## config.mk

```make
export PLATFORM = sky130hd
export DESIGN_NAME = decoder_sequencer
export DESIGN_NICKNAME = d
export VERILOG_FILES = /design/src/rtl/decoder_sequencer.sv
export SDC_FILE = /design/constraint.sdc
export NUM_CORES = 1
export LEC_CHECK = 0
export ABC_AREA = 1
export CAP_MARGIN = 20
export CORE_MARGIN = 2
export CORE_UTILIZATION = 45
export DETAILED_ROUTE_END_ITERATION = 6
export PLACE_DENSITY_LB_ADDON = 0.25
export SLEW_MARGIN = 20
export SYNTH_ARGS = -nofsm -noshare
export SYNTH_HDL_FRONTEND = slang
export SYNTH_SLANG_ARGS = --single-unit
```

## constraint.sdc

```tcl
create_clock -name clk -period 1.5 [get_ports clk]
set_input_delay 0.3 -clock clk [delete_from_list [all_inputs] [get_ports clk]]
set_output_delay 0.3 -clock clk [all_outputs]
set_load 0.01 [all_outputs]
```

## src/rtl/decoder_sequencer.sv

```systemverilog
// Steps a 2-bit decoder select code through HOLD/UP/DOWN/PINGPONG patterns at a dwell rate.
// Define DSEQ_PINGPONG_EN to enable mode 11 PINGPONG; otherwise mode 11 behaves as UP.
module decoder_sequencer #(
   parameter int unsigned PRESCALE = 4
) (
   input  logic       clk,
   input  logic       rst,
   input  logic       start,
   input  logic       stop,
   input  logic [1:0] mode,
   input  logic [7:0] dwell,
   input  logic [3:0] loops,
   output logic [1:0] sel,
   output logic       busy,
   output logic       step_tick,
   output logic       done
);

   localparam int unsigned PW = (PRESCALE > 1) ? $clog2(PRESCALE) : 1;

   typedef enum logic {StIdle, StRun} state_t;

   state_t        state_q, state_d;
   logic [1:0]    sel_q, sel_d;
   logic [1:0]    mode_q, mode_d;
   logic [7:0]    dwell_q, dwell_d;
   logic [3:0]    loops_q, loops_d;
   logic [PW-1:0] pre_q, pre_d;
   logic [7:0]    dcnt_q, dcnt_d;
   logic [3:0]    pass_q, pass_d;
   logic          step_q, step_d;
   logic          done_q, done_d;
   logic          wrap, step_ev, pass_end;
   logic [1:0]    next_sel;

`ifdef DSEQ_PINGPONG_EN
   logic          dir_q, dir_d, next_dir;
`endif

   assign wrap    = (pre_q == PW'(PRESCALE - 1));
   assign step_ev = (state_q == StRun) && wrap && (dcnt_q == dwell_q) && (mode_q != 2'b00);

   // Pattern decode: next code and whether this step closes a pass.
   always_comb begin
      next_sel = sel_q + 2'd1;
      pass_end = 1'b0;
`ifdef DSEQ_PINGPONG_EN
      next_dir = dir_q;
`endif
      case (mode_q)
         2'b10: begin
            next_sel = sel_q - 2'd1;
            pass_end = (sel_q == 2'd0);
         end
`ifdef DSEQ_PINGPONG_EN
         2'b11: begin
            if (!dir_q) begin
               next_sel = sel_q + 2'd1;
               if (sel_q == 2'd3) begin
                  next_sel = 2'd2;
                  next_dir = 1'b1;
               end
            end else begin
               next_sel = sel_q - 2'd1;
               if (sel_q == 2'd1) begin
                  pass_end = 1'b1;
                  next_dir = 1'b0;
               end
            end
         end
`endif
         default: begin
            next_sel = sel_q + 2'd1;
            pass_end = (sel_q == 2'd3);
         end
      endcase
   end

   always_comb begin
      state_d = state_q;
      sel_d   = sel_q;
      mode_d  = mode_q;
      dwell_d = dwell_q;
      loops_d = loops_q;
      pre_d   = pre_q;
      dcnt_d  = dcnt_q;
      pass_d  = pass_q;
      step_d  = 1'b0;
      done_d  = 1'b0;
`ifdef DSEQ_PINGPONG_EN
      dir_d   = dir_q;
`endif
      unique case (state_q)
         StIdle: begin
            if (start && !stop) begin
               state_d = StRun;
               mode_d  = mode;
               dwell_d = dwell;
               loops_d = loops;
               pre_d   = '0;
               dcnt_d  = '0;
               pass_d  = '0;
               sel_d   = (mode == 2'b10) ? 2'd3 : 2'd0;
`ifdef DSEQ_PINGPONG_EN
               dir_d   = 1'b0;
`endif
            end
         end
         StRun: begin
            if (stop) begin
               state_d = StIdle;
            end else begin
               pre_d = wrap ? '0 : pre_q + PW'(1);
               if (wrap) dcnt_d = (dcnt_q == dwell_q) ? 8'd0 : dcnt_q + 8'd1;
               if (step_ev) begin
                  if (pass_end && (loops_q != 4'd0) && (pass_q + 4'd1 == loops_q)) begin
                     done_d  = 1'b1;
                     state_d = StIdle;
                  end else begin
                     sel_d  = next_sel;
                     step_d = 1'b1;
                     // Infinite runs never count passes, so the counter cannot wrap.
                     if (pass_end && (loops_q != 4'd0)) pass_d = pass_q + 4'd1;
`ifdef DSEQ_PINGPONG_EN
                     dir_d = next_dir;
`endif
                  end
               end
            end
         end
         default: state_d = StIdle;
      endcase
   end

   always_ff @(posedge clk or posedge rst) begin
      if (rst) begin
         state_q <= StIdle;
         sel_q   <= 2'd0;
         mode_q  <= 2'd0;
         dwell_q <= 8'd0;
         loops_q <= 4'd0;
         pre_q   <= '0;
         dcnt_q  <= 8'd0;
         pass_q  <= 4'd0;
         step_q  <= 1'b0;
         done_q  <= 1'b0;
`ifdef DSEQ_PINGPONG_EN
         dir_q   <= 1'b0;
`endif
      end else begin
         state_q <= state_d;
         sel_q   <= sel_d;
         mode_q  <= mode_d;
         dwell_q <= dwell_d;
         loops_q <= loops_d;
         pre_q   <= pre_d;
         dcnt_q  <= dcnt_d;
         pass_q  <= pass_d;
         step_q  <= step_d;
         done_q  <= done_d;
`ifdef DSEQ_PINGPONG_EN
         dir_q   <= dir_d;
`endif
      end
   end

   assign sel       = sel_q;
   assign busy      = (state_q == StRun);
   assign step_tick = step_q;
   assign done      = done_q;

endmodule
```

### Yosys cells after proc, flatten, opt, wreduce, memory -nomap -nowiden

Index checks and enable logic that the tools add are counted.

* register bits after elaboration: 33
* input bits: 18
* output and inout port bits: 5
* word-level logic and storage cells: 78

* add/sub/neg operators: 5
* equal/unequal tests: 12
* mux-type cells: 35
* bitwise operators: 1
* reductions and logical operators: 15

Operators with widths (number)
* 2-to-1 mux 8 bit: 4
* 2-to-1 mux 4 bit: 5
* 2-to-1 mux 2 bit: 9
* one-hot mux 8 bit (2 select lines): 1
* 2-to-1 mux 1 bit: 12
* adder 8 x 1 -> 8 bit (second input constant): 1
* equality test 2 bit (second input constant): 4
* equality test 8 bit: 1
* one-hot mux 2 bit (2 select lines): 2
* one-hot mux 4 bit (2 select lines): 1
* logical AND 1 bit: 6
* inequality test 2 x 1 -> 1 bit (second input constant): 3
* inequality test 2 bit (second input constant): 3
* AND reduction 5 bit: 1
* adder 2 x 1 -> 2 bit (second input constant): 2
* adder 4 x 1 -> 4 bit (second input constant): 1
* equality test 4 bit: 1
* AND reduction 2 bit: 2
* AND reduction 4 bit: 1
* nonzero test 4 bit: 1
* AND reduction 3 bit: 1
* zero test 2 bit: 1
* one-hot mux 1 bit (2 select lines): 1
* nonzero test 2 bit: 1
* other kinds (3): 3

### Logic depth before layout (Yosys ltp)

* depth after elaboration: 8
* depth in mapped cells: 13
* mapped depth without buffers: 13

### Worst setup path after synthesis

Ideal clock, no wire load.

* kind: register -> register
* start: register pass_q[0]
* end: register sel_q[0] (netlist: sel[0])
* library setup time: 0.117 ns
* data arrival time: 1.445 ns
* required time: 1.383 ns
* slack: -0.062 ns
* cell stages (with the launch flop): 13
* buffers on the path: 0
* period minus slack after synthesis: 1.562 ns
* cells stage by stage: dfrtp_1 ha_1 inv_1 nand2_1 nand2_1 nor2_1 nand2_1 nor2_1 nand2_1 nand2_2 nand2_4 nand3_1 nand2_1

* word-level cells in the longest chain between the ends: 5

Ends and longest elaborated chain
* from (decl): line 30 `logic [3:0] pass_q, pass_d;`
* from (signal assigned): line 158 `pass_q <= pass_d;`
* adder 4 x 1 -> 4 bit: line 116 `if (pass_end && (loops_q != 4'd0) && (pass_q + 4'd1 == loops_q)) begin`
* equality test 4 bit: line 116
* logical AND 1 bit: line 116
* inequality test 2 bit (no line)
* AND reduction 4 bit (no line)
* to (signal assigned): line 152 `sel_q <= sel_d;`
* to (decl): line 24 `logic [1:0] sel_q, sel_d;`

Every way passes these cells.
A chain may end at the register's enable or synchronous reset.

### Final worst setup path

* start: register pass_q[0]
* end: register pass_q[0]

* word-level cells in the longest chain between the ends: 6
* elaborated cells between the ends (all ways): 10
* those cells by class: add/sub: 1; eq/ne: 2; mux: 5; reduce/logical: 2

Ends and longest elaborated chain
* adder 4 x 1 -> 4 bit *: line 116, 123
* 2-to-1 mux 4 bit: line 123 `if (pass_end && (loops_q != 4'd0)) pass_d = pass_q + 4'd1;`
* 2-to-1 mux 4 bit: line 116
* 2-to-1 mux 4 bit: line 115 `if (step_ev) begin`
* 2-to-1 mux 4 bit: line 110 `if (stop) begin`
* one-hot mux 4 bit (2 select lines): line 93 `unique case (state_q)`

Every way passes the cells marked *; elsewhere a longest branch is shown, timed or not. The select of a mux whose other input is x is not followed.

==> results.toml <==
[timing]
worst_pin_slew_ns = 0.236
min_period_over_period = 1.10
tns_ns = -1.06
hold_viol = 0
period_minus_slack_ns = 1.65
setup_violations = 9
fin_ws_ns = -0.148
whs_ns = 0.365
relSlewSlack = 0.841
fin_skew_ns = 0.0109
rsz0062_at_grt = "true"
max_freq_mhz = 607
slew_viol_final = 0

[floorplan]
die_w_um = 67.9
start_util = 0.463
fp-row-count = 23
die_area_um2 = 4610
coreArea_um2 = 3970
io_pins = 23
die_h_um = 67.9

[critical_path]
crit_cells = 12
reg2reg_from = "pass_q[0]$_DFFE_PP0P_"
r2r_slack_ns = -0.15
worstPathRequired_ns = 1.66
path_cells = "ha_4, inv_2, nand2_1, nand2_1, nor2_1, nand2_1, nor2_4, nand2_2, nand2_4, nand2_8, nand3_2, nand2_1"
worstSetupEndpoint = "pass_q[0]$_DFFE_PP0P_"
worstReg2RegEnd = "pass_q[0]$_DFFE_PP0P_"
cpMostUsedCell = "nand2_1"
cpMaxStageDelayCell = "dfrtp_2"
crit_buf_inv = 1
cp_top_family = "simple AND/OR/NAND/NOR gates"
critPathKind = "flop to flop"
endpoint_kind = "flop"
r2r_cells = 12
slowest_delay_ns = 0.43
critPathMaxFanout = 6
arrival_ns = 1.81
start_kind = "flop"
crit_start = "pass_q[0]$_DFFE_PP0P_"

[placement]
port-buffer-count = 22
dpl.hpwl_um = 2940
place.gp.congestion = 0.790

[global_routing]
grt_pass1_vias = 1546
antenna_found_initial = 0
gr-total-overflow = 0
grt_max_degree = 34
grt_pass1_wl_um = 6570
track_usage = 0.193

[final_layout]
drive_above_1_share = 0.269
antenna_cells = 0
final_util = 0.632
syn_to_final_growth_pct = 36.7
num-nets-final = 311

[outcome]
outcome = "finished with violations"
violations = "negative setup slack"

[synth]
synth_compound_area_frac = 0.0824
syn_area_um2 = 1840
ys_warn_count = 0
yosys.area_share.simple = 0.315
yosysMostFrequentCell = "nand2_1"
synth_cell_type_count = 29
synth_edf_count = 0
synth.net_count = 257
yosysSeqAreaShare = 0.450
synth_top_family_by_area = "simple AND/OR/NAND/NOR gates"
synth_area_leader_cell = "dfrtp_1"
synthTopCellsByArea = "dfrtp_1, nand2_1, inv_1, nand3_1, nor2_1"
yosysTopAreaCellShare = 0.450
synth_fa_ha_area_frac = 0.0204
synth.area.mux_share = 0.0245
ys.flop_type = "dfrtp_1"
async_flop_share = 1.00
synthXorXnorAreaFrac = 0.0238
syn_inst = 236
ys_ff_latch = 33
syn_area_per_cell_um2 = 7.78
synth_common_cells = "nand2_1, dfrtp_1, inv_1"

[routing]
avgViaCountPerCell = 4.84
wirelength_um = 4010
drc = 0
wl_per_cell_um = 11.8
via_count = 1645
drt-pass1-iter-count = 4
drtAntennaViolNets = 0
drt_iter0_markers = 73

[cts]
cts_buffer_depth = 2
root_buffer = "clkbuf_8"
postCtsHoldBufs = 0
cts_tree = "built"
cts.sinks = 33
path_clk_slew_ns = 0.07
cts_max_level = 2
numCtsBuffers = 5
insertion_delay_ns = 0.28

[power_and_ir_drop]
ir_worst_vdd_mv = 0.681
power_density_nw_per_um2 = 1090
leakage_nw = 1.27

[hold_path]
hp-class = "input pin to asynchronous set/reset pin"

[flow_run]
drv_cap = 0
## metrics by stage
step | worst slack (ns) | std cells | total power [mW] | instance area [um^2]
5_1_grt | -0.238 | 340 | 2.93 | 2510
3_5_place_dp | -0.192 | 329 | 1.98 | 2310
6_report | -0.148 | 340 | 2.73 | 2510
2_1_floorplan | 0.00106 | 236 | 1.67 | 1850
3_3_place_gp | -0.155 | 329 | 1.95 | 2310
4_1_cts | -0.106 | 339 | 2.72 | 2440
## cell usage in the layout (no fill, tap or decap), types with 3 or more instances in the layout
| cell | instances |
|---|---|
| buf_4 | 28 |
| o21ai_0 | 7 |
| nand2_1 | 65 |
| nand2_2 | 7 |
| nand3_1 | 10 |
| clkdlybuf4s50_1 | 19 |
| xnor2_1 | 3 |
| nand4_1 | 4 |
| mux2_2 | 4 |
| o21ai_1 | 3 |
| dfrtp_1 | 31 |
| nand2_4 | 3 |
| clkbuf_8 | 6 |
| nor2_1 | 17 |
| inv_2 | 7 |
| a21oi_1 | 14 |
| nand3_2 | 9 |
| nor2_2 | 3 |
| inv_1 | 26 |
## worst reg2reg max path, cell delays in order (launching register included)
cell,delay [ns]
dfrtp_2,0.43
ha_4,0.28
inv_2,0.03
nand2_1,0.04
nand2_1,0.04
nor2_1,0.09
nand2_1,0.09
nor2_4,0.14
nand2_2,0.09
nand2_4,0.09
nand2_8,0.08
nand3_2,0.07
nand2_1,0.06
## registers in the layout (all words and copies together) (netlist names)
signal,count
pass_q,4
mode_q,2
dcnt_q,8
pre_q,2
busy,1
sel,2
dwell_q,8
loops_q,4
done,1
step_tick,1
## final cells by class
cell class              instances  area, um^2
flip-flops and latches         33         828
well taps                      50        62.6
fillers                       340        1460
inverters                      33         124
multi-input cells             166         956
clock buffers                   7        86.3
repair buffers                 51         454
## layer usage
layer | routed length (um) | vias up | track usage
li1 | - | 853 | -
met1 | 1940 | 753 | 0.257
met2 | 1880 | 35 | 0.313
met3 | 143 | 4 | 0.0493
met4 | 42 | 0 | 0.0525
met5 | 0 | - | 0
## repair_timing
action                                  CTS  global route
endpoints found under the setup margin   11            15
resized for setup                         8            17
buffers inserted                          3             1
hold endpoints to repair                  0             0
cloned                                    0             0
pin swaps                                 3            11
## cells by family (layout without fill, tap and decap cells)
logic type / Yosys count / after routing
and+or+nand+nor: 126 / 126
DFF: 33 / 33
AOI/OAI and AO/OA: 28 / 28
xor gates and xnor gates: 5 / 5
buffers and inverters: 37 / 91
muxes: 4 / 4
adders and majority gates: 3 / 3
## power breakdown
part | total (mW) | internal (mW) | switching, mW
Combinational | 0.906 | 0.431 | 0.475
Sequential | 1.16 | 1.04 | 0.114
Clock | 0.669 | 0.364 | 0.305
Total | 2.73 | 1.84 | 0.894
## worst min-delay path by stage
| stage | endpoint | depth (start not counted) | slack, ns | start |
|---|---|---|---|---|
| global route | dcnt_q[5]$_DFFE_PP0P_ | 3 | 0.39 | rst |
| CTS | dwell_q[5]$_DFFE_PP0P_ | 3 | 0.37 | rst |
| floorplan | busy$_DFF_PP0_ | 1 | 0.43 | rst |
| global placement | pre_q[0]$_DFFE_PP0P_ | 1 | 0.48 | pre_q[0]$_DFFE_PP0P_ |
| detailed placement | mode_q[0]$_DFFE_PP0P_ | 2 | 0.49 | mode_q[0]$_DFFE_PP0P_ |
| finish | dwell_q[5]$_DFFE_PP0P_ | 3 | 0.37 | rst |
(Power assumes the default switching activity.)
